File: config.mk
export PLATFORM = sky130hd
export DESIGN_NAME = pll_dyn_ctrl_flat
export DESIGN_NICKNAME = d
export VERILOG_FILES = /design/src/rtl/pll_dyn_ctrl_pkg.sv /design/src/rtl/pll_dyn_ctrl_if.sv /design/src/rtl/pll_dyn_ctrl_lock_filter.sv /design/src/rtl/pll_dyn_ctrl.sv /design/src/flat_wrapper.sv
export SDC_FILE = /design/constraint.sdc
export NUM_CORES = 1
export LEC_CHECK = 0
export ABC_AREA = 1
export CAP_MARGIN = 10
export CORE_ASPECT_RATIO = 0.75
export CORE_UTILIZATION = 35
export DETAILED_ROUTE_END_ITERATION = 12
export HOLD_SLACK_MARGIN = 0.02
export PLACE_DENSITY = 0.5
export SYNTH_ARGS = -nofsm -noshare
export SYNTH_HDL_FRONTEND = slang
export SYNTH_SLANG_ARGS = --single-unit
File: constraint.sdc
create_clock -name clk -period 4.8 [get_ports clk]
set_input_delay 0.96 -clock clk [delete_from_list [all_inputs] [get_ports clk]]
set_output_delay 0.96 -clock clk [all_outputs]
set_load 0.01 [all_outputs]
File: src/rtl/pll_dyn_ctrl_pkg.sv
// Shared types, mode table and divider-code encoders for the PLL retune controller.
package pll_dyn_pkg;

  typedef logic [5:0] dsel_t;
  typedef logic [1:0] mode_idx_t;

  typedef struct packed {
    logic [5:0] idiv;
    logic [5:0] fbdiv;
    logic [7:0] odiv;
  } mode_t;

  localparam mode_t MODE_TABLE [0:3] = '{
    '{idiv: 6'd0, fbdiv: 6'd19, odiv: 8'd2},  // 540 MHz
    '{idiv: 6'd2, fbdiv: 6'd13, odiv: 8'd4},  // 126 MHz
    '{idiv: 6'd3, fbdiv: 6'd54, odiv: 8'd2},  // 371.25 MHz
    '{idiv: 6'd0, fbdiv: 6'd4,  odiv: 8'd4}   // 135 MHz
  };

  localparam int LOSS_CYC = 8;

  typedef enum logic [2:0] {
    ST_IDLE,
    ST_APPLY,
    ST_SETTLE,
    ST_WAIT_LOCK,
    ST_ERROR
  } state_t;

  function automatic dsel_t enc_fbd(input logic [5:0] fbdiv);
    return 6'd63 - fbdiv;
  endfunction

  function automatic dsel_t enc_id(input logic [5:0] idiv);
    return 6'd63 - idiv;
  endfunction

  function automatic dsel_t enc_od(input logic [7:0] odiv);
    case (odiv)
      8'd2:    return 6'd63;
      8'd4:    return 6'd62;
      8'd8:    return 6'd60;
      8'd16:   return 6'd56;
      8'd32:   return 6'd48;
      8'd48:   return 6'd40;
      8'd64:   return 6'd32;
      8'd80:   return 6'd24;
      8'd96:   return 6'd16;
      8'd112:  return 6'd8;
      8'd128:  return 6'd0;
      default: return 6'd63;
    endcase
  endfunction

endpackage

File: src/rtl/pll_dyn_ctrl_if.sv
// Request/PLL/video-side signal bundle of the PLL retune controller.
interface pll_dyn_ctrl_if;
  import pll_dyn_pkg::*;

  mode_idx_t mode_req;
  logic      req_valid;
  logic      req_ready;
  logic      pll_lock;
  dsel_t     fbdsel;
  dsel_t     idsel;
  dsel_t     odsel;
  mode_idx_t cur_mode;
  logic      video_rstn;
  logic      busy;
  logic      err;

  modport master (
    output mode_req, req_valid, pll_lock,
    input  req_ready, fbdsel, idsel, odsel, cur_mode, video_rstn, busy, err
  );

  modport slave (
    input  mode_req, req_valid, pll_lock,
    output req_ready, fbdsel, idsel, odsel, cur_mode, video_rstn, busy, err
  );
endinterface

File: src/rtl/pll_dyn_ctrl_lock_filter.sv
// Synchronises the PLL LOCK and qualifies it: a stable-high run while waiting,
// and a sustained-low run while locked.
module pll_lock_filter
  import pll_dyn_pkg::*;
#(
  parameter int STABLE_CYC = 1024
) (
  input  logic clk,
  input  logic resetn,
  input  logic lock_async_i,
  input  logic stable_en_i,
  input  logic loss_en_i,
  output logic lock_sync_o,
  output logic lock_stable_o,
  output logic lock_lost_o
);
  localparam int SW = $clog2(STABLE_CYC) + 1;
  localparam int LW = $clog2(LOSS_CYC) + 1;

  logic [1:0]    sync_q;
  logic [SW-1:0] stab_q, stab_d;
  logic [LW-1:0] loss_q, loss_d;

  assign lock_sync_o   = sync_q[1];
  assign lock_stable_o = stable_en_i && lock_sync_o && (stab_q == SW'(STABLE_CYC - 1));
  assign lock_lost_o   = loss_en_i && !lock_sync_o && (loss_q == LW'(LOSS_CYC - 1));

  // Counters only run while their owning state enables them, so each
  // state entry starts from zero.
  always_comb begin
    stab_d = '0;
    loss_d = '0;
    if (stable_en_i && lock_sync_o)
      stab_d = (stab_q == SW'(STABLE_CYC)) ? stab_q : stab_q + 1'b1;
    if (loss_en_i && !lock_sync_o)
      loss_d = (loss_q == LW'(LOSS_CYC)) ? loss_q : loss_q + 1'b1;
  end

  always_ff @(posedge clk or negedge resetn) begin
    if (!resetn) begin
      sync_q <= '0;
      stab_q <= '0;
      loss_q <= '0;
    end else begin
      sync_q <= {sync_q[0], lock_async_i};
      stab_q <= stab_d;
      loss_q <= loss_d;
    end
  end
endmodule

File: src/rtl/pll_dyn_ctrl.sv
// Retunes the PLLVR dynamic dividers between video modes and holds the video
// domain in reset until the new frequency has locked stably.
module pll_dyn_ctrl
  import pll_dyn_pkg::*;
#(
  parameter int SETTLE_CYC  = 64,
  parameter int STABLE_CYC  = 1024,
  parameter int TIMEOUT_CYC = 2700000,
  parameter int MAX_RETRY   = 3
) (
  input logic          clk,
  input logic          resetn,
  pll_dyn_ctrl_if.slave bus
);
  localparam int CNT_MAX = (TIMEOUT_CYC > SETTLE_CYC) ? TIMEOUT_CYC : SETTLE_CYC;
  localparam int CW      = $clog2(CNT_MAX) + 1;
  localparam int RW      = $clog2(MAX_RETRY) + 1;

  state_t        state_q, state_d;
  logic [CW-1:0] cnt_q, cnt_d;
  logic [RW-1:0] retry_q, retry_d;
  mode_idx_t     tgt_q, tgt_d;
  mode_idx_t     mode_q, mode_d;
  dsel_t         fbd_q, fbd_d, id_q, id_d, od_q, od_d;
  logic          err_q, err_d;
  logic          accept, lock_sync, lock_stable, lock_lost;

  pll_lock_filter #(.STABLE_CYC(STABLE_CYC)) u_filt (
    .clk          (clk),
    .resetn       (resetn),
    .lock_async_i (bus.pll_lock),
    .stable_en_i  (state_q == ST_WAIT_LOCK),
    .loss_en_i    (state_q == ST_IDLE),
    .lock_sync_o  (lock_sync),
    .lock_stable_o(lock_stable),
    .lock_lost_o  (lock_lost)
  );

  assign bus.req_ready  = (state_q == ST_IDLE) || (state_q == ST_ERROR);
  assign bus.busy       = (state_q == ST_APPLY) || (state_q == ST_SETTLE) ||
                          (state_q == ST_WAIT_LOCK);
  assign bus.video_rstn = (state_q == ST_IDLE);
  assign bus.err        = err_q;
  assign bus.fbdsel     = fbd_q;
  assign bus.idsel      = id_q;
  assign bus.odsel      = od_q;
  assign bus.cur_mode   = mode_q;
  assign accept         = bus.req_valid && bus.req_ready;

  always_comb begin
    state_d = state_q;
    cnt_d   = (cnt_q == CW'(CNT_MAX)) ? cnt_q : cnt_q + 1'b1;
    retry_d = retry_q;
    tgt_d   = tgt_q;
    err_d   = err_q;
    mode_d  = mode_q;
    fbd_d   = fbd_q;
    id_d    = id_q;
    od_d    = od_q;

    if (accept) begin
      tgt_d   = bus.mode_req;
      err_d   = 1'b0;
      retry_d = '0;
      state_d = ST_APPLY;
    end else begin
      unique case (state_q)
        ST_IDLE:
          if (lock_lost && !lock_sync) state_d = ST_SETTLE;
        ST_APPLY: begin
          // Retries land here too, so the same codes are simply re-driven.
          mode_d  = tgt_q;
          fbd_d   = enc_fbd(MODE_TABLE[tgt_q].fbdiv);
          id_d    = enc_id(MODE_TABLE[tgt_q].idiv);
          od_d    = enc_od(MODE_TABLE[tgt_q].odiv);
          state_d = ST_SETTLE;
        end
        ST_SETTLE:
          if (cnt_q == CW'(SETTLE_CYC - 1)) state_d = ST_WAIT_LOCK;
        ST_WAIT_LOCK:
          if (lock_stable) begin
            retry_d = '0;
            state_d = ST_IDLE;
          end else if (cnt_q == CW'(TIMEOUT_CYC - 1)) begin
            if (retry_q < RW'(MAX_RETRY)) begin
              retry_d = retry_q + 1'b1;
              state_d = ST_APPLY;
            end else begin
              err_d   = 1'b1;
              state_d = ST_ERROR;
            end
          end
        ST_ERROR: ;
        default: state_d = ST_SETTLE;
      endcase
    end

    if (state_d != state_q) cnt_d = '0;
  end

  // Power-up behaves like a reconfiguration to mode 0 already in SETTLE.
  always_ff @(posedge clk or negedge resetn) begin
    if (!resetn) begin
      state_q <= ST_SETTLE;
      cnt_q   <= '0;
      retry_q <= '0;
      tgt_q   <= '0;
      err_q   <= 1'b0;
      mode_q  <= '0;
      fbd_q   <= enc_fbd(MODE_TABLE[0].fbdiv);
      id_q    <= enc_id(MODE_TABLE[0].idiv);
      od_q    <= enc_od(MODE_TABLE[0].odiv);
    end else begin
      state_q <= state_d;
      cnt_q   <= cnt_d;
      retry_q <= retry_d;
      tgt_q   <= tgt_d;
      err_q   <= err_d;
      mode_q  <= mode_d;
      fbd_q   <= fbd_d;
      id_q    <= id_d;
      od_q    <= od_d;
    end
  end
endmodule

File: src/flat_wrapper.sv
// flat-port wrapper written by rule: the top's interface ports become plain ports
module pll_dyn_ctrl_flat import pll_dyn_pkg::*;
#(
  parameter int SETTLE_CYC  = 64,
  parameter int STABLE_CYC  = 1024,
  parameter int TIMEOUT_CYC = 2700000,
  parameter int MAX_RETRY   = 3
)
  (clk, resetn, bus_mode_req, bus_req_valid, bus_pll_lock, bus_req_ready, bus_fbdsel, bus_idsel, bus_odsel, bus_cur_mode, bus_video_rstn, bus_busy, bus_err);
  pll_dyn_ctrl_if bus_i ();
  input logic clk;
  input logic resetn;
  input wire logic [$bits(bus_i.mode_req)-1:0] bus_mode_req;
  input wire logic [$bits(bus_i.req_valid)-1:0] bus_req_valid;
  input wire logic [$bits(bus_i.pll_lock)-1:0] bus_pll_lock;
  output wire logic [$bits(bus_i.req_ready)-1:0] bus_req_ready;
  output wire logic [$bits(bus_i.fbdsel)-1:0] bus_fbdsel;
  output wire logic [$bits(bus_i.idsel)-1:0] bus_idsel;
  output wire logic [$bits(bus_i.odsel)-1:0] bus_odsel;
  output wire logic [$bits(bus_i.cur_mode)-1:0] bus_cur_mode;
  output wire logic [$bits(bus_i.video_rstn)-1:0] bus_video_rstn;
  output wire logic [$bits(bus_i.busy)-1:0] bus_busy;
  output wire logic [$bits(bus_i.err)-1:0] bus_err;
  assign bus_i.mode_req = bus_mode_req;
  assign bus_i.req_valid = bus_req_valid;
  assign bus_i.pll_lock = bus_pll_lock;
  assign bus_req_ready = bus_i.req_ready;
  assign bus_fbdsel = bus_i.fbdsel;
  assign bus_idsel = bus_i.idsel;
  assign bus_odsel = bus_i.odsel;
  assign bus_cur_mode = bus_i.cur_mode;
  assign bus_video_rstn = bus_i.video_rstn;
  assign bus_busy = bus_i.busy;
  assign bus_err = bus_i.err;
  pll_dyn_ctrl #(.SETTLE_CYC(SETTLE_CYC), .STABLE_CYC(STABLE_CYC), .TIMEOUT_CYC(TIMEOUT_CYC), .MAX_RETRY(MAX_RETRY)) u_core (.clk(clk), .resetn(resetn), .bus(bus_i));
endmodule
==> results.cfg <==
[cells_and_area]
layout-drive-gt1-share_pct = 13.72
diodes = 0
syn_to_final_growth_pct = 17.60
finalNonFillerCells = 558
final_nets = 441

[power_and_ir_drop]
static-leakage-power_nw = 1.676
seqPwrFrac_pct = 33.2
pwr_density_cell_nw_per_um2 = 467.4
irDropWorstVdd_mv = 0.2663
internal_power_w = 0.001194
power_switching_w = 0.0006267
p_clk_share_pct = 36.5
swShare_pct = 34.42
p_comb_share_pct = 30.3

[global_route]
grt_pass1_wl_mm = 12.19
grt.total_usage_pct = 16.12
grt_max_degree = 58
antenna_found_initial = 0
grt_overflow_total = 0
first_global_vias = 2580

[drt]
postRouteAntennaNets = 0
wirelength_mm = 6.767
vias = 2560
firstDrtPassIters = 4
wl_per_cell_um = 12.13
drt_iter0_markers = 90
route.detailed.drc = 0
via_per_inst = 4.588

[synthesis]
synth_simple_gate_area_share_pct = 31.32
synth-main-ff-cell = dfrtp_1
synthMuxAreaShare_pct = 0
yosys_warnings = 0
yosysMostFrequentCell = nand2_1
avgSynthCellArea_sq_um = 8.239
synth_adder_area_share_pct = 3.778
synth_edf_count = 0
ys_ff_latch = 57
netlist_area_sq_um = 3312
synthCells = 402
synth_xor_xnor_area_share_pct = 5.818
netlist.area_leader.share_pct = 38.53
synth_cell_type_count = 34
async_flop_share_pct = 100.0
synth.area.top_cells = dfrtp_1 (39%), nand2_1 (8.0%), nor3_2 (6.3%)
synth_compound_area_share_pct = 5.289
synth_top_cell_by_area = dfrtp_1
ys_seq_area_share_pct = 43.29
synth_common_cells = nand2_1 (71), inv_1 (54), dfrtp_1 (51), nor2_1 (49), nor3_2 (21)
synth_top_family_by_area = simple AND/OR/NAND/NOR gates

[clock_network]
clock_latency_ns = 0.33
clkSlewWorstSetupHoldPaths_ns = 0.06
cts_tree = built
clock_path_buffers = 2
clock_sinks = 57
cts_buffers = 9
ctsHoldBuffers = 0
cts_max_level = 3
ctsResizeCount = 0
cts_root_buffer = clkbuf_16
post_cts_buffers = 0

[setup_path]
r2r_slack_ns = 2.41
critPathRequiredTime_ns = 5.02
worstSetupPathType = in -> reg
cp.arrival_ns = 2.86
end_kind = flip-flop
crit_fanout = 23
start_kind = input pin

[sta]
fin_ws_ns = 2.161
finalMaxSlewViolations = 0
fmaxAchievable_mhz = 378.9
timing.hold.ws_ns = 0.3550
fin_crit_sh_pct = 54.98
relSlewSlack_pct = 51.17
finClkSkew_ns = 0.01030
fin_crit_ns = 2.639
setup_viol = 0
tightest_slew_ns = 0.7325
fin_tns_setup_ns = 0
rsz0062_at_grt = false
finalHoldViolCount = 0

[hold_path]
hold_path.class = reg -> reg

[die]
start_util_pct = 36.31
dieArea_sq_um = 9860
die_h_um = 86.25
core-area_sq_um = 9121
pin_count = 30
die_w_um = 114.3
rows = 30

[placed_design]
numPortBuffers = 20
place_ws_ns = 1.793
hpwl_mm = 4.848
gp_congestion = 0.8674
dpl.cell_count = 542

[run_status]
status = finished clean

[run]
drv_cap = 0
-- metrics by stage --
step,cell area (sq um),total power (W),util (%)
final,3895,0.001821,42.70
after global routing,3895,0.001945,42.70
after CTS,3895,0.001853,42.70
after detailed placement,3578,0.001178,39.23
after global placement,3578,0.001169,39.23
after floorplan,3342,0.001030,-
-- registers in the layout, indices dropped and copies added (netlist names) --
| signal | count |
|---|---|
| u_core.u_filt.stab_q | 11 |
| u_core.cnt_q | 23 |
| u_core.bus.odsel | 1 |
| u_core.u_filt.sync_q | 2 |
| u_core.bus.fbdsel | 4 |
| u_core.retry_q | 3 |
| u_core.state_q | 3 |
| u_core.u_filt.loss_q | 4 |
| u_core.bus.cur_mode | 1 |
| u_core.bus.idsel | 2 |
| u_core.bus.err | 1 |
| u_core.tgt_q | 2 |
-- logic make-up (layout without fill, tap and decap cells) --
logic type / Yosys count / in the layout
adders and majority gates: 10 / 10
and+or+nand+nor: 204 / 204
AOI/OAI and AO/OA: 33 / 33
other: 1 / 9
xor gates and xnor gates: 22 / 22
DFF: 57 / 57
buffers and inverters: 75 / 95
-- layout by cell type, fill, tap and decap left out --
cell             Yosys  layout
or2_1                1       1
o21ai_0             18      18
nor2_4               3       3
and2_1               1       1
nand3_2              2       2
a211oi_1             1       1
buf_2                2       1
clkbuf_16            0       9
o32a_1               1       1
nand4_1             11      11
xnor2_1              4       4
clkinvlp_4           0       2
nor2_1              49      49
a31oi_1              1       1
buf_4               12       1
nor3_2              21      21
nor4_1               1       1
conb_1               1       9
dfstp_2              6       6
xor2_1              18      18
clkdlybuf4s50_1      0      19
a21oi_1             10      10
ha_1                10      10
o21ai_1              1       1
inv_2                4       4
inv_1               54      54
nand4_2              1       1
nand3_1             20      20
nor2_2               2       2
or2_2                2       2
nor3_1              18      18
bufinv_16            0       1
dfrtp_1             51      51
nand2_1             71      71
clkbuf_8             0       3
nor3b_1              1       1
o22ai_1              1       1
clkinv_2             0       1
-- per-layer routing --
| metal | vias to the layer above | global-route usage (%) | share of wire, % |
|---|---|---|---|
| li1 | 1313 | - | - |
| met1 | 1187 | 22.11 | 53 |
| met2 | 51 | 24.02 | 42 |
| met3 | 9 | 4.685 | 4.4 |
| met4 | 0 | 6.257 | 1.2 |
| met5 | - | 0 | 0 |
-- power by group through the flow --
stage	clock network [W]	logic, W	registers, W
final	0.000664	0.000552	0.000605
after global routing	0.000702	0.000626	0.000617
after CTS	0.000681	0.000565	0.000606
after detailed placement	0	0.000563	0.000614
after global placement	0	0.000555	0.000613
after floorplan	0	0.000406	0.000623
-- path summary, 6_finish.rpt --
| kind | start | endpoint | cells after the start |
|---|---|---|---|
| max in group asynchronous | resetn | u_core.u_filt.loss_q[0] | 2 |
| worst min register to register | u_core.u_filt.sync_q[0] | u_core.u_filt.sync_q[1] | 0 |
| worst min-delay path | u_core.u_filt.sync_q[0] | u_core.u_filt.sync_q[1] | 0 |
| worst max-delay path | bus_req_valid | u_core.cnt_q[0] | 9 |
| min in group asynchronous | resetn | u_core.u_filt.stab_q[5] | 2 |
| worst max register to register | u_core.state_q[1] | u_core.cnt_q[0] | 8 |
-- critical path, cell delays in order --
cell	delay, ns
clkdlybuf4s50_1	0.49
inv_1	0.08
nor2_4	0.18
inv_2	0.07
nand2_1	0.08
nand2_1	0.07
nand2_1	0.08
nand3_2	0.51
nor3_1	0.31
-- layout make-up --
cell class                      instances  area (sq um)
Sequential cell                        57          1434
Fill cell                             925          5226
Tap cell                              128         160.2
Multi-Input combinational cell        278          1564
Clock inverter                          4         50.05
Clock buffer                           12         266.5
Timing Repair Buffer                   21         202.7
Inverter                               58         217.7
(Power assumes the default switching activity.)
==> variant 1, RTL diff (same flow settings) <==
The 5 states of `state_t` get a one-hot encoding in 5 bits.
--- a/src/rtl/pll_dyn_ctrl_pkg.sv
+++ b/src/rtl/pll_dyn_ctrl_pkg.sv
@@ -20,10 +20,10 @@
   localparam int LOSS_CYC = 8;
 
-  typedef enum logic [2:0] {
-    ST_IDLE,
-    ST_APPLY,
-    ST_SETTLE,
-    ST_WAIT_LOCK,
-    ST_ERROR
+  typedef enum logic [4:0] {
+    ST_IDLE      = 5'b00001,
+    ST_APPLY     = 5'b00010,
+    ST_SETTLE    = 5'b00100,
+    ST_WAIT_LOCK = 5'b01000,
+    ST_ERROR     = 5'b10000
   } state_t;
 
Check against the original RTL: same outputs for any inputs over 10 cycles, from zero or initial values and one cycle with resetn low; not proved beyond that.
==> variant 1 against the original RTL <==
  * Routed wire length rose by 14%
  * Sequential share of layout area fell by 0.72 points
  * Design area rose by 5.6%
  * Critical path depth fell by 5
  * Final cell count rose by 8.6%
  * Worst setup slack got worse by 0.56 ns
  * Sequential cell count rose by 2
  * Area after synthesis rose by 7.9%
Power is not compared: it rests on default switching activity, and its combinational part moved more than twofold at a synthesized area within 25%.
==> variant 1: results (changes against the original RTL) <==
| Metric | Value |
|---|---|
| CORE AREA | `9770 um2 (+7.2%)` |
| CTS clock-pin slew for the worst setup and hold paths | `0.05 ns` |
| Post-synthesis sequential area ratio | `0.415 (-0.0177)` |
| Crit path to | `bus_busy` |
| Path depth of the worst reg2reg path | `12 (+4)` |
| Number of global-route vias before repair | `2,655 (+2.9%)` |
| Non-clock buffering overhead | `0.0493 (-0.00274)` |
| Total track usage | `0.161 (+0.000304)` |
| Beginning of the critical path | `u_core.state_q[3]` |
| # clk buffers | `13 (+1)` |
| Hpwl dp | `5.65 mm (+17%)` |
| Routed met3 length | `356 um (+19%)` |
| WL final | `7.71 mm (+14%)` |
| Number of non-clock inverters in the layout | `62 (+6.9%)` |
| Share of cells above drive strength 1 | `0.124 (-0.0127)` |
| Critical path's slowest cell | `clkdlybuf4s50_1` |
| Synth area leaders | `dfrtp_1, nand2_1, inv_1, nor3_2, nor2_1` |
| Vias/cell | `4.68 (+2.1%)` |
| Max transition margin | `0.536 (+0.0242)` |
| #MultiIn Comb | `316 (+14%)` |
| Clock network area share | `0.0682 (-0.0131)` |
| Register area | `1480 um2 (+3.5%)` |
| Top cells by count, synth | `nand2_1, inv_1, dfrtp_1, nor2_1, nand3_1` |
| Psw | `0.231 mW` |
| Outcome | `complete, no violations` |
| Library cells used by synthesis | `36 (+5.9%)` |
| Fin nets | `485 (+10%)` |
| Placed instance area | `3830 um2 (+7.1%)` |
| Reg2reg start | `u_core.cnt_q[0]` |
| RePlAce Congestion | `0.901 (+3.9%)` |
| Top Registers | `u_core.cnt_q: 23 flops, u_core.u_filt.stab_q: 11 flops, u_core.state_q: 5 flops` |
| DRT iter0 DRCs | `150 (+67%)` |
| WL met2 | `3.04 mm (+8.1%)` |
| Worst slack at placement | `1.87 ns (+0.0784 ns)` |
| Multi-input logic area | `1750 um2 (+12%)` |
| Dpl cells | `590 (+8.9%)` |
| Wl on met1 | `4.20 mm (+17%)` |
| N_diodes | `0 (unchanged)` |
| Largest net degree at the start of global routing | `38 (-34%)` |
| WHS | `0.344 ns (-0.0106 ns)` |
| Largest cell class | `multi-input gates` |
| Reg2reg setup slack | `2.26 ns (-0.15 ns)` |
| Setup Skew | `0.00601 ns (-0.00429 ns)` |
| Non-filler cells, final | `606 (+8.6%)` |
| CTS sink count | `59 (+3.5%)` |
| Synth Warn # | `0 (unchanged)` |
| Worst vdd ir | `0.000196 V` |
| CP max FO | `14 (-39%)` |
| R2R Path End | `u_core.cnt_q[1]` |
| First-pass GRT wire length | `13.2 mm (+8.1%)` |
| CP max stage delay | `0.55 ns (+0.04 ns)` |
| Filler cells | `993 (+7.4%)` |
| Core Util, Final | `0.421 (-0.00639)` |
| Fin crit period | `3.20 ns (+0.559 ns)` |
| Post-cts resize count | `0 (unchanged)` |
| Critical Path AT | `2.24 ns (-0.62 ns)` |
| Synth Instances | `448 (+11%)` |
==> variant 1: cell count changes after synthesis, sizes merged, moves of 3 or more <==
cell | unedited run | this run
nand2 | 71 | 89
nand3 | 22 | 34
nor2 | 54 | 60
inv | 58 | 62
nor4 | 1 | 5
o21ai | 19 | 16
==> variant 1: power groups by stage <==
stage	sequential [mW]	combinational, mW	clock (mW)
floorplan	0.508	0.00928	0
global placement	0.508	0.0190	0
detailed placement	0.508	0.0192	0
CTS	0.499	0.0191	0.638
global route	0.499	0.0210	0.661
finish	0.500	0.0179	0.617
==> variant 1: logic make-up after synthesis <==
kind of cell               count (synthesis)  synth area share
DFF                                       59             0.415
and+or+nand+nor                          243             0.343
other                                      1           0.00105
xor gates and xnor gates                  21            0.0515
adders and majority gates                 10            0.0350
buffers and inverters                     81             0.104
AOI/OAI and AO/OA                         33            0.0501
==> variant 1: metal layers <==
metal	up-vias	track usage
met3	10	0.0491
met5	-	0
met2	55	0.219
li1	1462	-
met4	0	0.0621
met1	1312	0.237
==> variant 2, RTL diff (config.mk and constraints unchanged) <==
Without the edit above. `STABLE_CYC` is set to 1024 in 3 places; all go to 256.
--- a/src/rtl/pll_dyn_ctrl_lock_filter.sv
+++ b/src/rtl/pll_dyn_ctrl_lock_filter.sv
@@ -4,5 +4,5 @@
   import pll_dyn_pkg::*;
 #(
-  parameter int STABLE_CYC = 1024
+  parameter int STABLE_CYC = 256
 ) (
   input  logic clk,
--- a/src/rtl/pll_dyn_ctrl.sv
+++ b/src/rtl/pll_dyn_ctrl.sv
@@ -5,5 +5,5 @@
 #(
   parameter int SETTLE_CYC  = 64,
-  parameter int STABLE_CYC  = 1024,
+  parameter int STABLE_CYC  = 256,
   parameter int TIMEOUT_CYC = 2700000,
   parameter int MAX_RETRY   = 3
--- a/src/flat_wrapper.sv
+++ b/src/flat_wrapper.sv
@@ -3,5 +3,5 @@
 #(
   parameter int SETTLE_CYC  = 64,
-  parameter int STABLE_CYC  = 1024,
+  parameter int STABLE_CYC  = 256,
   parameter int TIMEOUT_CYC = 2700000,
   parameter int MAX_RETRY   = 3
Formal check against the unedited RTL: no difference found for any inputs over 10 cycles, from zero or initial values and one cycle with resetn low; that may be too few to reach the edited logic, so the function may still have changed.
==> variant 2 against the original RTL <==
  * Routed wire length fell by 9.1%
  * Clock skew fell by 0.0016 ns
  * Area after synthesis rose by 2.2%
  * Sequential cell count fell by 2
  * Design area fell by 2.8%
  * Worst setup slack improved by 0.0056 ns
  * Non-clock buffer count did not move
  * Critical path depth fell by 6
Power is not compared: it rests on default switching activity, and its combinational part moved more than twofold at a synthesized area within 25%.
==> variant 2: results (changes against the original RTL) <==
| Metric | Value |
|---|---|
| Outcome | `complete, no violations` |
| DR vias | `2,437 (-4.8%)` |
| #MultiIn Comb | `279 (+0.36%)` |
| Post-synthesis sequential area ratio | `0.409 (-0.0242)` |
| Top Registers | `u_core.cnt_q: 23 flops, u_core.u_filt.stab_q: 9 flops` |
| Number of non-clock inverters in the layout | `59 (+1.7%)` |
| First-pass GRT wire length | `10.6 mm (-13%)` |
| Adder-Cell Fraction of Synth Area | `0.0407 (+0.00287)` |
| Fin nets | `438 (-0.68%)` |
| Path depth of the worst reg2reg path | `16 (+8)` |
| Total track usage | `0.137 (-0.0239)` |
| Area share of xor/xnor cells in the synthesized design | `0.0569 (-0.00127)` |
| Reg2reg start | `u_core.u_filt.stab_q[0]` |
| Met3 GRT Util | `0.0334 (-0.0135)` |
| Beginning of the critical path | `u_core.state_q[1]` |
| Largest delay share family, worst path | `flip-flops` |
| Hpwl dp | `4.53 mm (-6.6%)` |
| Library cells used by synthesis | `36 (+5.9%)` |
| RePlAce Congestion | `0.750 (-14%)` |
| CTS sink count | `55 (-3.5%)` |
| Critical Path AT | `1.67 ns (-1.19 ns)` |
| WHS | `0.367 ns (+0.0116 ns)` |
| Setup Skew | `0.00866 ns (-0.00164 ns)` |
| CTS Buf Count | `5 (-4)` |
| Share of cells above drive strength 1 | `0.156 (+0.0192)` |
| Filler cells | `976 (+5.5%)` |
| Reg2reg setup slack | `2.18 ns (-0.23 ns)` |
| Top cells by count, synth | `nand2_1, inv_1, dfrtp_1, nor2_1, nor2_4` |
| Non-clock buffering overhead | `0.0535 (+0.00148)` |
| Clock latency on the worst-skew pair | `0.29 ns (-0.04 ns)` |
| Synth area leaders | `dfrtp_1, nand2_1, nor2_4, inv_1, nor2_1` |
| H-Tree Depth | `2 (-1)` |
| Non-CTS buffers | `21 (unchanged)` |
| Seq area share | `0.365 (-0.00276)` |
| Wl on met1 | `3.33 mm (-6.9%)` |
| Met2 Track Usage GR | `0.194 (-0.0464)` |
| Critical path's slowest cell | `dfstp_2` |
| CP max FO | `8 (-65%)` |
| R2R Path End | `u_core.cnt_q[2]` |
| WL met2 | `2.53 mm (-10%)` |
| Number of global-route vias before repair | `2,199 (-15%)` |
| Largest net degree at the start of global routing | `56 (-3.4%)` |
| Synth Area in Compound Gates | `0.0573 (+0.00439)` |
| Slew of the pin with the lowest slew margin | `0.704 ns (-0.0280 ns)` |
| Met1 Use GR | `0.206 (-0.0156)` |
-- variant 2: metrics by stage --
stage	util	total power [mW]	std cells	setup WS, ns	area, um2
global route	0.410	0.930	550	1.85	3790
finish	0.410	0.892	550	2.17	3790
CTS	0.410	0.912	550	2.15	3790
global placement	0.392	0.491	542	2.18	3620
detailed placement	0.392	0.491	542	2.15	3620
floorplan	-	0.482	411	2.80	3420
-- variant 2: worst max path at each step --
stage / to / cells past startpoint
after floorplan: u_core.cnt_q[17] / 17
after global placement: u_core.cnt_q[2] / 6
after detailed placement: u_core.cnt_q[2] / 7
after CTS: u_core.cnt_q[2] / 16
after global routing: u_core.cnt_q[2] / 16
final: bus_busy / 3
-- variant 2: power breakdown --
| group | internal (mW) | leakage, nW | switching, mW | total [mW] |
|---|---|---|---|---|
| Clock | 0.247 | 0.0771 | 0.164 | 0.411 |
| Combinational | 0.00371 | 0.879 | 0.0130 | 0.0167 |
| Sequential | 0.464 | 0.701 | 0.000410 | 0.465 |
